## src/rtl/boolean_3.sv

```systemverilog
// 3-input truth-table function unit with optional output register
// and sticky coverage of every input index sampled on a clock edge.
module boolean_3 #(
  parameter logic [7:0] TRUTH_TABLE = 8'hCA,
  parameter bit         REG_OUT     = 1'b1
) (
  input  logic       clk,
  input  logic       rst,
  input  logic       a,
  input  logic       b,
  input  logic       c,
  output logic       y,
  output logic       y_comb,
  output logic [7:0] seen,
  output logic       all_seen
);

  logic [2:0] idx;
  logic [7:0] seen_d;
  logic [7:0] seen_q;

  assign idx    = {a, b, c};
  assign y_comb = TRUTH_TABLE[idx];

  always_comb begin
    seen_d      = seen_q;
    seen_d[idx] = 1'b1;
  end

  always_ff @(posedge clk or posedge rst) begin
    if (rst) begin
      seen_q <= 8'h00;
    end else begin
      seen_q <= seen_d;
    end
  end

  assign seen     = seen_q;
  assign all_seen = &seen_q;

  generate
    if (REG_OUT) begin : g_reg
      logic y_d;
      logic y_q;

      always_comb begin
        y_d = y_comb;
      end

      always_ff @(posedge clk or posedge rst) begin
        if (rst) begin
          y_q <= 1'b0;
        end else begin
          y_q <= y_d;
        end
      end

      assign y = y_q;
    end else begin : g_comb
      // Pure pass-through: reset deliberately has no effect here
      assign y = y_comb;
    end
  endgenerate

endmodule

```

## config.mk

```make
export PLATFORM = sky130hd
export DESIGN_NAME = boolean_3
export DESIGN_NICKNAME = d
export VERILOG_FILES = /design/src/rtl/boolean_3.sv
export SDC_FILE = /design/constraint.sdc
export NUM_CORES = 1
export LEC_CHECK = 0
export CAP_MARGIN = 20
export CORE_AREA = 2 2 39 41
export CTS_BUF_LIST = sky130_fd_sc_hd__clkbuf_8 sky130_fd_sc_hd__clkbuf_16
export DETAILED_ROUTE_END_ITERATION = 12
export DIE_AREA = 0 0 41 43
export SETUP_SLACK_MARGIN = 0.3
export SLEW_MARGIN = 20
export SYNTH_ARGS = -nofsm -noshare
export SYNTH_HDL_FRONTEND = slang
export SYNTH_SLANG_ARGS = --single-unit
```

## constraint.sdc

```tcl
create_clock -name clk -period 0.8 [get_ports clk]
set_input_delay 0.12 -clock clk [delete_from_list [all_inputs] [get_ports clk]]
set_output_delay 0.12 -clock clk [all_outputs]
set_load 0.02 [all_outputs]
```

==> results.yml, run 1 <==
yosys:
  netlist_instances: 28
  ys_ff_latch: 9
  ys.warnings.count: 0
  syn_avg_cell_area_sq_um: 12.02
  ys_types: 8
  synth_nets: 33
  yosysSeqAreaShare_pct: 66.91
  syn-cell-area_sq_um: 336.6
clocking:
  cts_root_buf: "clkbuf_8"
  cts.sinks: 9
  cts_htree_levels: 1
  cts_made_buffers: 3
  tritoncts: "built"
  clk_pin_slew_ps: 40
  clockBufferDepth: 2
  hold_buffers: 0
  clk_latency_ps: 230
pwr:
  p_leak_uw: 0.0003653
  total_power_uw: 1102
  power.density_nw_per_um2: 1419
  max-vdd-ir-drop_v: 0.0008739
placement:
  dp_cells: 73
  placed_cell_area_sq_um: 651.9
  place_congestion: 0.6686
  portBuffers: 15
  hpwl_um: 671.9
outcome:
  violations: "negative setup slack"
  outcome: "finished, violations left"
drt:
  viasPerCell: 4.280
  vias: 351
  drt_iter0_drc: 3
  route.detailed.drc: 0
  firstDrtPassIters: 4
  routed_wl_um: 973
  antenna_left: 0
  routedWlPerCell_um: 11.87
timing:
  min_period_ps: 1123
  finalCritPeriodShare_pct: 140.4
  max_freq_mhz: 890.2
  slew_viol_final: 0
  setup_violations: 14
  hold_viol: 0
  skew_ps: 0
  rsz0062_at_grt: "yes"
  whs_ps: 201.4
  tightest_slew_ps: 154.8
  setup_slack_ps: -323.4
  slew_headroom_pct: 89.64
critical_path:
  max_stage_delay_ps: 360
  endpoint_kind: "output pin"
  startpoint_type: "flip-flop"
  worstPathMaxFanout: 2
  path_cells: "nand4_1 -> nor2_4 -> buf_6"
  worst-endpoint-required_ps: 680
  critPathKind: "flip-flop to output pin"
  cp_data_arrival_time_ps: 1000
  slowest_stage: "dfrtp_2"
floorplanning:
  die_h_um: 43
  die_area_sq_um: 1763
  start_util_pct: 24.32
  io-pin-count: 16
  fp.coreArea_sq_um: 1384
  num_rows: 14
  die_x_um: 41
run:
  drv_cap: 0
finish:
  areaGrowthSynthToFinish_pct: 130.9
  mostFrequentLayoutCells: "18 x buf_6, 11 x buf_4, 8 x dfrtp_2"
  nets: 72
  fin_area_sq_um: 777.0
  stdcell_count: 82
  layout_commonest_cell: "buf_6"
  drive_above_1_share_pct: 72.73
  n_antenna_cell: 0
global_route:
  grt_usage_pct: 13.14
  grt_pass1_wl_um: 1524
  antenna_found_initial: 0
  grt_pass1_vias: 357
  grt_max_degree: 10
  grt_remaining_overflow: 0
hold_path:
  hold_class: "input port to asynchronous set/reset pin"
flip-flops by register name, indices dropped and copies added (netlist names):
register / cells
seen: 8
y: 1
area by class of cell:
cell class | count | area [sq um]
Timing Repair Buffer | 34 | 340.3
Clock buffer | 3 | 41.29
Clock inverter | 1 | 3.754
Multi-Input combinational cell | 16 | 125.1
Tap cell | 16 | 20.02
Sequential cell | 9 | 235.2
Fill cell | 123 | 606.8
Inverter | 3 | 11.26
metrics by stage:
| step | TNS, ps | util, % | worst slack (ps) |
|---|---|---|---|
| 4_1_cts | -2142 | 53.89 | -312.4 |
| 5_1_grt | -2968 | 56.15 | -368.2 |
| 3_3_place_gp | -6767 | 47.11 | -699.9 |
| 2_1_floorplan | -68.19 | - | -68.19 |
| 3_5_place_dp | -6781 | 47.11 | -712.7 |
| 6_report | -2502 | 56.15 | -323.4 |
synthesized netlist by cell type:
| cell type | number | area share [%] |
|---|---|---|
| dfrtp_1 | 9 | 67 |
| o21bai_1 | 6 | 13 |
| a21o_1 | 2 | 4.5 |
| nand4_1 | 2 | 3.7 |
| nand2_1 | 2 | 2.2 |
| inv_1 | 3 | 3.3 |
| nor2_1 | 2 | 2.2 |
| nand2b_1 | 2 | 3.7 |
worst paths after layout:
| kind | from | end | slack (ps) | depth (start not counted) |
|---|---|---|---|---|
| max | seen[1] | all_seen | -320 | 3 |
| min | rst | seen[4] | 200 | 3 |
| max reg2reg | seen[1] | seen[1] | -100 | 3 |
| min reg2reg | seen[0] | seen[0] | 560 | 2 |
| max in group asynchronous | rst | seen[3] | 490 | 3 |
| min in group clk | c | seen[4] | 230 | 3 |
worst max-delay path, delay by kind of cell, from the launching register on:
family,cells,cell delay (ps)
flops,1,360
simple gates,2,290
buf+inv,1,120
where the power goes:
part           switching [uW]  total (uW)  internal (uW)
clock network             165         498            333
registers                2.43         464            462
logic                    62.3         140           77.8
per-layer routing:
| metal | GRT usage [%] | part of all wire, % |
|---|---|---|
| met1 | 18.86 | 43 |
| met4 | 8.000 | 0 |
| met3 | 3.665 | 8.6 |
| met5 | 0 | 0 |
| met2 | 16.88 | 48 |
cell families after synthesis:
logic type | synth area share [%]
and+or+nand+nor | 11.90
AOI/OAI and AO/OA | 17.84
buffers and inverters | 3.345
DFF | 66.92
what timing repair did:
item	in CTS	in global routing
endpoints found under the setup margin	20	19
resized for setup	85	4
pin swaps	4	2
setup buffers	3	2
(Power assumes the default switching activity.)
==> inputs of run 2 (changes only) <==
Settings changed: CTS_CLUSTER_DIAMETER set to 60.
==> results of run 2 <==
The final DEF is identical to that of run 1; final timing and power are the same.
==> inputs of run 3 (changes only) <==
--- a/config.mk
+++ b/config.mk
@@ -7,3 +7,3 @@
 export LEC_CHECK = 0
-export CAP_MARGIN = 20
+export CAP_MARGIN = 30
 export CORE_AREA = 2 2 39 41
--- a/constraint.sdc
+++ b/constraint.sdc
@@ -3,2 +3,2 @@
 set_output_delay 0.12 -clock clk [all_outputs]
-set_load 0.02 [all_outputs]
+set_load 0.05 [all_outputs]
==> results.yml, run 3 (synthesis results as in run 1) <==
outcome:
  outcome: "finished, violations left"
  violations: "negative setup slack"
drt:
  routed_wl_um: 961
  firstDrtPassIters: 4
  antenna_left: 0
  routedWlPerCell_um: 11.86
  vias: 358
  viasPerCell: 4.420
  drt_iter0_drc: 4
  route.detailed.drc: 0
finish:
  fin_area_sq_um: 898.4
  multi_input_area_sq_um: 161.4
  ff_latch_area_sq_um: 236.5
  largest_reg_flops: 8
  final_util_pct: 64.92
  layout_commonest_cell: "buf_12"
  drive_above_1_share_pct: 78.46
  mostFrequentLayoutCells: "11 x buf_12, 10 x buf_4, 9 x dfrtp_2"
  areaGrowthSynthToFinish_pct: 166.9
  nets: 71
  n_antenna_cell: 0
  fillers: 101
pwr:
  total_power_uw: 1158
  p_sw_share_pct: 23.39
  p_leak_uw: 0.0004085
  power_frac_seq_pct: 40.3
  power.density_nw_per_um2: 1289
  pwr-share-comb_pct: 16.4
  clockPowerShare_pct: 43.4
  max-vdd-ir-drop_v: 0.001204
  intPower_uw: 887.4
  p_switching_uw: 270.9
clocking:
  tritoncts: "built"
  cts_made_buffers: 3
  cts_htree_levels: 1
  cts.sinks: 9
  clk_pin_slew_ps: 40
  cts_root_buf: "clkbuf_8"
  clockBufferDepth: 2
  clk_latency_ps: 230
timing:
  slew_viol_final: 0
  tightest_slew_ps: 203.9
  hold_viol: 0
  max_freq_mhz: 867.0
  setup-tns-final_ps: -2821
  rsz0062_at_grt: "yes"
  min_period_ps: 1153
  finalCritPeriodShare_pct: 144.2
  skew_ps: 0
  slew_headroom_pct: 86.38
  setup_violations: 16
  setup_slack_ps: -353.4
floorplanning:
  io-pin-count: 16
  num_rows: 14
  fp.coreArea_sq_um: 1384
  start_util_pct: 24.32
  die_h_um: 43
  die_area_sq_um: 1763
  die_x_um: 41
critical_path:
  max_stage_delay_ps: 350
  endpoint_kind: "output pin"
  startpoint_type: "flip-flop"
  worst-endpoint-required_ps: 680
  worstPathMaxFanout: 2
  critPathKind: "flip-flop to output pin"
  path_cells: "nand4_1 -> nor2_4 -> buf_12"
  cp_data_arrival_time_ps: 1030
  slowest_stage: "dfrtp_2"
placement:
  place_congestion: 0.7182
  hpwl_um: 653.4
  pre_cts_ws_ps: -359.7
  portBuffers: 15
  placed_cell_area_sq_um: 744.5
global_route:
  grt_pass1_wl_um: 1538
  grt_remaining_overflow: 0
  grt_usage_pct: 14.08
  met3_usage_pct: 4.712
  grt.busiest_layer: "met2"
  met2_usage_pct: 19.69
  grtUsageMet1_pct: 17.22
  antenna_found_initial: 0
  grt_max_degree: 10
  grt_pass1_vias: 362
run:
  drv_cap: 0
hold_path:
  hold_class: "input port to flip-flop"
==> run 3: critical path, delay by kind of cell (launching register included) <==
family	cells	cell delay [ps]
simple gates	2	310
flops	1	350
buf+inv	1	140
==> run 3: cell type report <==
type	instances	area share (%)
clock buffers	3	4.596
clock inverters	1	0.4178
inverters	3	1.671
multi-input cells	16	17.97
flip-flops and latches	9	26.32
well taps	16	2.228
repair buffers	33	46.80
==> run 3: power by group through the flow <==
| stage | clock [uW] | sequential, uW | combinational [uW] |
|---|---|---|---|
| floorplan | 0 | 489 | 57.3 |
| global placement | 0 | 473 | 166 |
| detailed placement | 0 | 473 | 168 |
| CTS | 529 | 466 | 180 |
| global route | 555 | 466 | 200 |
| finish | 502 | 466 | 189 |
==> run 3: path summary, 6_finish.rpt <==
kind	start	to	slack, ps	cells after the start
worst max-delay path	seen[3]	all_seen	-350	3
worst min-delay path	a	y	150	3
worst max register to register	seen[0]	seen[0]	-180	4
worst min register to register	seen[2]	seen[2]	580	2
max in group asynchronous	rst	seen[0]	450	2
min in group asynchronous	rst	y	170	2
==> run 3: through the flow <==
step / cells / hold WS (ps)
finish: 81 / 146.9
global route: 81 / 151.4
CTS: 79 / 133.1
detailed placement: 70 / 406.0
global placement: 70 / 403.6
floorplan: 28 / -52.01
==> run 3: metal layers <==
layer | share of wire, % | wire, um
met4 | 2.4 | 23
met2 | 55 | 532
met1 | 37 | 354
met5 | 0 | 0
met3 | 5.3 | 51
==> run 3: what timing repair did <==
| action | CTS | global route |
|---|---|---|
| setup endpoints to repair | 20 | 28 |
| pin swaps | 5 | 2 |
| hold buffers | 0 | 0 |
| resized for setup | 21 | 6 |
| buffers inserted | 5 | 2 |
| gates cloned | 0 | 0 |
